--- src/rtl/fetch_req_ctrl_pkg.sv ---
// rtl/fetch_req_ctrl_pkg.sv - shared fetch definitions: state encodings, reset PC, transfer size
package fetch_req_ctrl_pkg;

  typedef enum logic [1:0] {
    ST_IDLE = 2'd0,
    ST_REQ  = 2'd1,
    ST_WAIT = 2'd2,
    ST_HOLD = 2'd3
  } fetch_state_e;

  localparam logic [31:0] RESET_PC_DEFAULT = 32'h1c000000;
  localparam logic [1:0]  SIZE_WORD        = 2'b10;

endpackage

--- src/rtl/fetch_req_ctrl_if.sv ---
// rtl/fetch_req_ctrl_if.sv - SRAM-like instruction port with addr_ok/data_ok handshake
interface fetch_req_ctrl_if;

  logic        inst_sram_req;
  logic        inst_sram_wr;
  logic [1:0]  inst_sram_size;
  logic [3:0]  inst_sram_wstrb;
  logic [31:0] inst_sram_addr;
  logic [31:0] inst_sram_wdata;
  logic        inst_sram_addr_ok;
  logic        inst_sram_data_ok;
  logic [31:0] inst_sram_rdata;

  modport master (
    output inst_sram_req, inst_sram_wr, inst_sram_size, inst_sram_wstrb,
           inst_sram_addr, inst_sram_wdata,
    input  inst_sram_addr_ok, inst_sram_data_ok, inst_sram_rdata
  );

  modport slave (
    input  inst_sram_req, inst_sram_wr, inst_sram_size, inst_sram_wstrb,
           inst_sram_addr, inst_sram_wdata,
    output inst_sram_addr_ok, inst_sram_data_ok, inst_sram_rdata
  );

endinterface

--- src/rtl/fetch_redirect_sel.sv ---
// rtl/fetch_redirect_sel.sv - redirect priority mux, exception redirect beats branch
module fetch_redirect_sel (
  input  logic        ex_flush,
  input  logic [31:0] ex_entry,
  input  logic        br_taken,
  input  logic [31:0] br_target,
  output logic        redirect,
  output logic [31:0] target
);

  // Exception/ertn redirect has priority over a branch in the same cycle.
  always_comb begin
    redirect = ex_flush | br_taken;
    target   = ex_flush ? ex_entry : br_target;
  end

endmodule

--- src/rtl/fetch_req_ctrl.sv ---
// rtl/fetch_req_ctrl.sv - fetch request controller; optional FETCH_ADEF_CHECK_EN address-error check
module fetch_req_ctrl
  import fetch_req_ctrl_pkg::*;
#(
  parameter logic [31:0] RESET_PC = RESET_PC_DEFAULT
) (
  input  logic                    clk,
  input  logic                    reset,
  input  logic                    ex_flush,
  input  logic [31:0]             ex_entry,
  input  logic                    br_taken,
  input  logic [31:0]             br_target,
  input  logic                    fs_allowin,
  fetch_req_ctrl_if.master        sram,
  output logic                    fs_valid,
  output logic [31:0]             fs_pc,
  output logic [31:0]             fs_inst,
  output logic                    fs_adef
);

  fetch_state_e state, state_nxt;
  logic [31:0]  pc, pc_nxt;
  logic [31:0]  req_pc, req_pc_nxt;
  logic         cancel, cancel_nxt;
  logic         fs_valid_nxt;
  logic [31:0]  fs_pc_nxt;
  logic [31:0]  fs_inst_nxt;
  logic         fs_adef_nxt;
  logic         redirect;
  logic [31:0]  target;
  logic         addr_err;

  fetch_redirect_sel u_redirect_sel (
    .ex_flush  (ex_flush),
    .ex_entry  (ex_entry),
    .br_taken  (br_taken),
    .br_target (br_target),
    .redirect  (redirect),
    .target    (target)
  );

`ifdef FETCH_ADEF_CHECK_EN
  assign addr_err = (pc[1:0] != 2'b00);
`else
  assign addr_err = 1'b0;
`endif

  // Request is decoded from state and the pc register only, never from redirect inputs.
  assign sram.inst_sram_req   = (state == ST_REQ) && !addr_err;
  assign sram.inst_sram_addr  = pc;
  assign sram.inst_sram_wr    = 1'b0;
  assign sram.inst_sram_size  = SIZE_WORD;
  assign sram.inst_sram_wstrb = 4'h0;
  assign sram.inst_sram_wdata = 32'h0;

  // Next-state, PC tracking, cancel bookkeeping and output buffer update.
  always_comb begin
    state_nxt    = state;
    pc_nxt       = pc;
    req_pc_nxt   = req_pc;
    cancel_nxt   = cancel;
    fs_valid_nxt = fs_valid;
    fs_pc_nxt    = fs_pc;
    fs_inst_nxt  = fs_inst;
    fs_adef_nxt  = fs_adef;
    case (state)
      ST_IDLE: state_nxt = ST_REQ;
      ST_REQ: begin
        if (addr_err) begin
          // Misaligned fetch is never issued; a redirect can still rescue it.
          if (redirect) begin
            pc_nxt = target;
          end else begin
            state_nxt    = ST_HOLD;
            fs_valid_nxt = 1'b1;
            fs_pc_nxt    = pc;
            fs_inst_nxt  = 32'h0;
            fs_adef_nxt  = 1'b1;
          end
        end else if (sram.inst_sram_addr_ok) begin
          state_nxt = ST_WAIT;
          if (redirect) begin
            // Accepted request is already wrong-path; its response must be dropped.
            pc_nxt     = target;
            cancel_nxt = 1'b1;
          end else begin
            req_pc_nxt = pc;
            pc_nxt     = pc + 32'd4;
          end
        end else if (redirect) begin
          pc_nxt = target;
        end
      end
      ST_WAIT: begin
        if (redirect) begin
          pc_nxt     = target;
          cancel_nxt = 1'b1;
        end
        if (sram.inst_sram_data_ok) begin
          state_nxt = (cancel || redirect) ? ST_REQ : ST_HOLD;
          if (cancel || redirect) begin
            cancel_nxt = 1'b0;
          end else begin
            fs_valid_nxt = 1'b1;
            fs_pc_nxt    = req_pc;
            fs_inst_nxt  = sram.inst_sram_rdata;
            fs_adef_nxt  = 1'b0;
          end
        end
      end
      ST_HOLD: begin
        if (redirect) begin
          fs_valid_nxt = 1'b0;
          pc_nxt       = target;
          state_nxt    = ST_REQ;
        end else if (fs_allowin) begin
          fs_valid_nxt = 1'b0;
          state_nxt    = ST_REQ;
        end
      end
      default: state_nxt = ST_IDLE;
    endcase
  end

  // State, PC and output buffer registers.
  always_ff @(posedge clk or posedge reset) begin
    if (reset) begin
      state    <= ST_IDLE;
      pc       <= RESET_PC;
      req_pc   <= RESET_PC;
      cancel   <= 1'b0;
      fs_valid <= 1'b0;
      fs_pc    <= 32'h0;
      fs_inst  <= 32'h0;
      fs_adef  <= 1'b0;
    end else begin
      state    <= state_nxt;
      pc       <= pc_nxt;
      req_pc   <= req_pc_nxt;
      cancel   <= cancel_nxt;
      fs_valid <= fs_valid_nxt;
      fs_pc    <= fs_pc_nxt;
      fs_inst  <= fs_inst_nxt;
      fs_adef  <= fs_adef_nxt;
    end
  end

endmodule
--- src/flat_wrapper.sv ---
// flat-port wrapper written by rule: the top's interface ports become plain ports
module fetch_req_ctrl_flat import fetch_req_ctrl_pkg::*;
#(
  parameter logic [31:0] RESET_PC = RESET_PC_DEFAULT
)
  (clk, reset, ex_flush, ex_entry, br_taken, br_target, fs_allowin, fs_valid, fs_pc, fs_inst, fs_adef, sram_inst_sram_req, sram_inst_sram_wr, sram_inst_sram_size, sram_inst_sram_wstrb, sram_inst_sram_addr, sram_inst_sram_wdata, sram_inst_sram_addr_ok, sram_inst_sram_data_ok, sram_inst_sram_rdata);
  fetch_req_ctrl_if sram_i ();
  input  logic clk;
  input  logic reset;
  input  logic ex_flush;
  input  logic [31:0] ex_entry;
  input  logic br_taken;
  input  logic [31:0] br_target;
  input  logic fs_allowin;
  output logic fs_valid;
  output logic [31:0] fs_pc;
  output logic [31:0] fs_inst;
  output logic fs_adef;
  output wire logic [$bits(sram_i.inst_sram_req)-1:0] sram_inst_sram_req;
  output wire logic [$bits(sram_i.inst_sram_wr)-1:0] sram_inst_sram_wr;
  output wire logic [$bits(sram_i.inst_sram_size)-1:0] sram_inst_sram_size;
  output wire logic [$bits(sram_i.inst_sram_wstrb)-1:0] sram_inst_sram_wstrb;
  output wire logic [$bits(sram_i.inst_sram_addr)-1:0] sram_inst_sram_addr;
  output wire logic [$bits(sram_i.inst_sram_wdata)-1:0] sram_inst_sram_wdata;
  input wire logic [$bits(sram_i.inst_sram_addr_ok)-1:0] sram_inst_sram_addr_ok;
  input wire logic [$bits(sram_i.inst_sram_data_ok)-1:0] sram_inst_sram_data_ok;
  input wire logic [$bits(sram_i.inst_sram_rdata)-1:0] sram_inst_sram_rdata;
  assign sram_inst_sram_req = sram_i.inst_sram_req;
  assign sram_inst_sram_wr = sram_i.inst_sram_wr;
  assign sram_inst_sram_size = sram_i.inst_sram_size;
  assign sram_inst_sram_wstrb = sram_i.inst_sram_wstrb;
  assign sram_inst_sram_addr = sram_i.inst_sram_addr;
  assign sram_inst_sram_wdata = sram_i.inst_sram_wdata;
  assign sram_i.inst_sram_addr_ok = sram_inst_sram_addr_ok;
  assign sram_i.inst_sram_data_ok = sram_inst_sram_data_ok;
  assign sram_i.inst_sram_rdata = sram_inst_sram_rdata;
  fetch_req_ctrl #(.RESET_PC(RESET_PC)) u_core (.clk(clk), .reset(reset), .ex_flush(ex_flush), .ex_entry(ex_entry), .br_taken(br_taken), .br_target(br_target), .fs_allowin(fs_allowin), .sram(sram_i), .fs_valid(fs_valid), .fs_pc(fs_pc), .fs_inst(fs_inst), .fs_adef(fs_adef));
endmodule
--- config.mk ---
export PLATFORM = sky130hd
export DESIGN_NAME = fetch_req_ctrl_flat
export DESIGN_NICKNAME = d
export VERILOG_FILES = /design/src/rtl/fetch_req_ctrl_pkg.sv /design/src/rtl/fetch_req_ctrl_if.sv /design/src/rtl/fetch_redirect_sel.sv /design/src/rtl/fetch_req_ctrl.sv /design/src/flat_wrapper.sv
export SDC_FILE = /design/constraint.sdc
export NUM_CORES = 1
export LEC_CHECK = 0
export ABC_AREA = 1
export BUFFER_PORTS_ARGS = -buffer_cell sky130_fd_sc_hd__buf_2
export CAP_MARGIN = 0
export CORE_ASPECT_RATIO = 1.75
export CORE_UTILIZATION = 35
export DETAILED_ROUTE_END_ITERATION = 8
export GPL_ROUTABILITY_DRIVEN = 1
export SKIP_CTS_REPAIR_TIMING = 1
export SLEW_MARGIN = 20
export SYNTH_ARGS = -nofsm -noshare
export SYNTH_HDL_FRONTEND = slang
export SYNTH_SLANG_ARGS = --single-unit
--- constraint.sdc ---
create_clock -name clk -period 6.5 [get_ports clk]
set_clock_uncertainty 0.1 [all_clocks]
set_input_delay 1.3 -clock clk [delete_from_list [all_inputs] [get_ports clk]]
set_output_delay 1.3 -clock clk [all_outputs]
set_load 0.02 [all_outputs]
==> impl_summary.md <==
Yosys
The cell area that synthesis handed to floorplanning was 0.00686 mm2. Dividing the synthesized area by the synthesized cell count gives between 8 and 9 um2. The number of synthesized flops with an enable pin is 0.

By count the netlist is led by nand2_1, dfrtp_1, nor2_1. The fraction of registers with async set/reset is 1.00. The proportion of netlist area held by the largest area contributor is 0.460. In this run, synthesis produced a sequential element count of between 100 and 150. Ranked by total cell area, the synthesized netlist is headed by dfrtp_1, nand2_1, mux2_2. The largest total area in the synthesized netlist belongs to dfrtp_1. Of the synthesized area, sequential elements account for 0.483. During synthesis, Yosys emitted a total of 0 warnings. The most used flip-flop cell after synthesis is dfrtp_1. The gate count after technology mapping is 786. The most used standard cell by instance count after synthesis is nand2_1. The count of unique library cells instantiated by Yosys is 40.

Floorplan
The die boundary height is 187 um. around 240 I/O pins were placed. The initial standard-cell utilization of the core is 0.357. The area enclosed by the die boundary is slightly above 0.02 mm2. The placeable core region is 0.0192 mm2. The overall die width is around 110 um. After floorplanning, the core was divided into 67 placement rows.

Power
The leakage power summed over all cells is roughly 4.5 nW. The worst ir drop on vdd is ~220 uV. The power density over the cells is 442 mW/mm2.

Placed design
The HPWL after detailed placement is ~14,000 um. At the end of routability-driven placement, the weighted congestion stood at between 0.9 and 1. The number of port buffers is 200. OpenSTA, run right after detailed placement, puts the worst setup slack at approximately 1800 ps.

Global routing
The number of antenna violations at the first check in global routing is 0. Across every metal layer, demand over resource in global routing totals 0.202. The first global-routing pass estimated 30,700 um of wire.

The via count of the first global-routing pass is 5,798. The overall overflow remaining after global route is 0. The largest net degree at the start of global routing is 75.

Finish
For this run, the post-layout net count is between 1,000 and 1,500. From synthesis to final layout, the design area changed by 23.3%. In the final layout, the share of cells above drive strength 1 is 0.313. The number of diodes added for antenna fixing is 0.

Timing
The tightest hold path in the finished design has a slack of 377 ps. Setup repair after global routing left no endpoint under its margin. The max-slew headroom at the worst pin is 0.314.

The final setup violation count is 0. The final max-slew violation count is 0. In the finished design, the share of the clock period the worst path needs comes to 0.643. The final number of hold-violating endpoints came to 0. Based on the critical path, the design can be clocked at up to about 0.24 GHz.

The worst path in the final design needs a cycle of around 4200 ps, including I/O delays and setup. The setup TNS after final layout is 0 ps. At the pin with the least slew margin, the transition time is 1030 ps. The final worst slack is about 2300 ps.

Route
The number of design rule violations left after detail routing is 0. Detailed routing inserted a total of ~6,000 vias. The average wire length per cell after detail routing is 15.9 um. The total iterations of the first detailed-routing run is 5. In the routed layout, each cell is associated on average with a via count of 4.89. The detailed router finished its first iteration with around 330 violations. The routed wire length is 19,500 um. In this run the remaining antenna-violating nets after routing total 0.

Critical path
The critical path's most frequent cell is nor2_4. The slowest stage of the critical path is the nand3_4 cell. STA puts the critical path data arrival time at about 4400 ps. The number of buffers and inverters on the critical path is 2. The highest cell delay on the worst timing path is between 700 and 800 ps. The worst setup path is launched from an input pin. The kind of end point of the critical path is a flip-flop. On the critical path the largest part of the delay comes from simple AND/OR/NAND/NOR gates. The type of the worst setup path is input pin to flip-flop. The critical path goes through buf_2 > nor2_4 > inv_2 > nor2_4 > nand3_4 > mux2_1. At the worst endpoint, the required time is 6690 ps.

Along the worst path, the maximum fanout reaches just under 70.

Clocking
Clock-pin slew was measured on the worst setup and hold paths at approximately 60 ps. The number of clock sinks is roughly 130. The latest clock arrival within the worst-skew pair is approximately 420 ps. The number of buffers added by the clock tree synthesis step is 17. CTS built an H-tree with a depth of 4.

The maximum buffer depth of the clock tree is 2. The cell at the root of the clock tree is clkbuf_16. TritonCTS built the clock tree.

Status
The flow ran to the end, and the final reports show no timing, DRC or antenna violations.

Min path
The class of the worst hold path is flip-flop to flip-flop.

Job
Max-cap violations in this run came to 0.
worst reg2reg max path: cells and delay by family (launching register included):
family / cells / cell delay [ps]
adders and majority gates: 1 / 280
buffers and inverters: 2 / 770
AOI/OAI and AO/OA: 2 / 400
and+or+nand+nor: 3 / 680
DFF: 1 / 410
state kept, by name (all words and copies together) (netlist names):
register and flops:
u_core.cancel 1, u_core.fs_inst 32, u_core.fs_pc 32, u_core.fs_valid 1, u_core.req_pc 32, u_core.sram.inst_sram_addr 32
u_core.state 2
metrics by stage:
stage / cell area (um2) / power, W / util / instances
2_1_floorplan: 7000 / 0.00233 / - / 824
3_3_place_gp: 7900 / 0.00283 / 0.411 / 1196
3_5_place_dp: 7900 / 0.00286 / 0.411 / 1196
4_1_cts: 8460 / 0.00378 / 0.440 / 1228
5_1_grt: 8460 / 0.00400 / 0.440 / 1228
6_report: 8460 / 0.00374 / 0.440 / 1228
where the power goes:
| group | internal [W] | switching, W |
|---|---|---|
| sequential | 0.00115 | 0.000294 |
| combinational | 0.000476 | 0.000920 |
| clock | 0.000551 | 0.000350 |
cells by family (layout without fill, tap and decap cells):
group	Yosys count	after routing	share of synthesized area
multiplexers	60	60	0.104
AO/OA/AOI/OAI	122	122	0.0990
flip-flops	132	132	0.483
other	2	40	0.00109
adder cells (fa/ha/maj)	6	6	0.0109
AND/OR/NAND/NOR	328	328	0.202
buffers and inverters	136	299	0.101
cells in the final DEF, fill, tap and decap left out, drive strengths merged, types with 10 or more instances in the layout:
cell type and count:
clkbuf 22, a31oi 10, nand2 167, conb 40
a21oi 34, mux2 60, nor3 12, dfrtp 126
o21ai 58, inv 63, nand3 48, nor2 83
buf 204, nand4 14
path summary, 6_finish.rpt:
| check | startpoint | to | slack, ps | depth (start not counted) |
|---|---|---|---|---|
| worst max-delay path | ex_flush | u_core.fs_inst[0]$_DFFE_PP0P_ | 2320 | 6 |
| worst min register to register | u_core.fs_pc[8]$_DFFE_PP0P_ | u_core.fs_pc[8]$_DFFE_PP0P_ | 380 | 2 |
| worst max register to register | u_core.state[0]$_DFFE_PP0P_ | u_core.sram.inst_sram_addr[10]$_DFFE_PP0P_ | 3710 | 8 |
| max in group asynchronous | reset | u_core.fs_inst[5]$_DFFE_PP0P_ | 4150 | 3 |
| worst min-delay path | u_core.fs_pc[8]$_DFFE_PP0P_ | u_core.fs_pc[8]$_DFFE_PP0P_ | 380 | 2 |
| min in group asynchronous | reset | u_core.fs_inst[28]$_DFFE_PP0P_ | 900 | 2 |
area by class of cell:
cell class	instances	area (um2)
flip-flops and latches	132	3310
clock inverters	10	82.6
fillers	1941	10700
well taps	241	302
inverters	63	241
clock buffers	22	474
repair buffers	204	1030
multi-input cells	556	3010
routing by layer:
layer,vias up,share of wire,GRT usage
met5,-,0,0
met1,2793,0.40,0.231
met4,0,0.036,0.102
met3,48,0.054,0.0331
li1,2912,-,-
met2,252,0.51,0.355
Note: power is estimated with default switching activity, not from simulation.
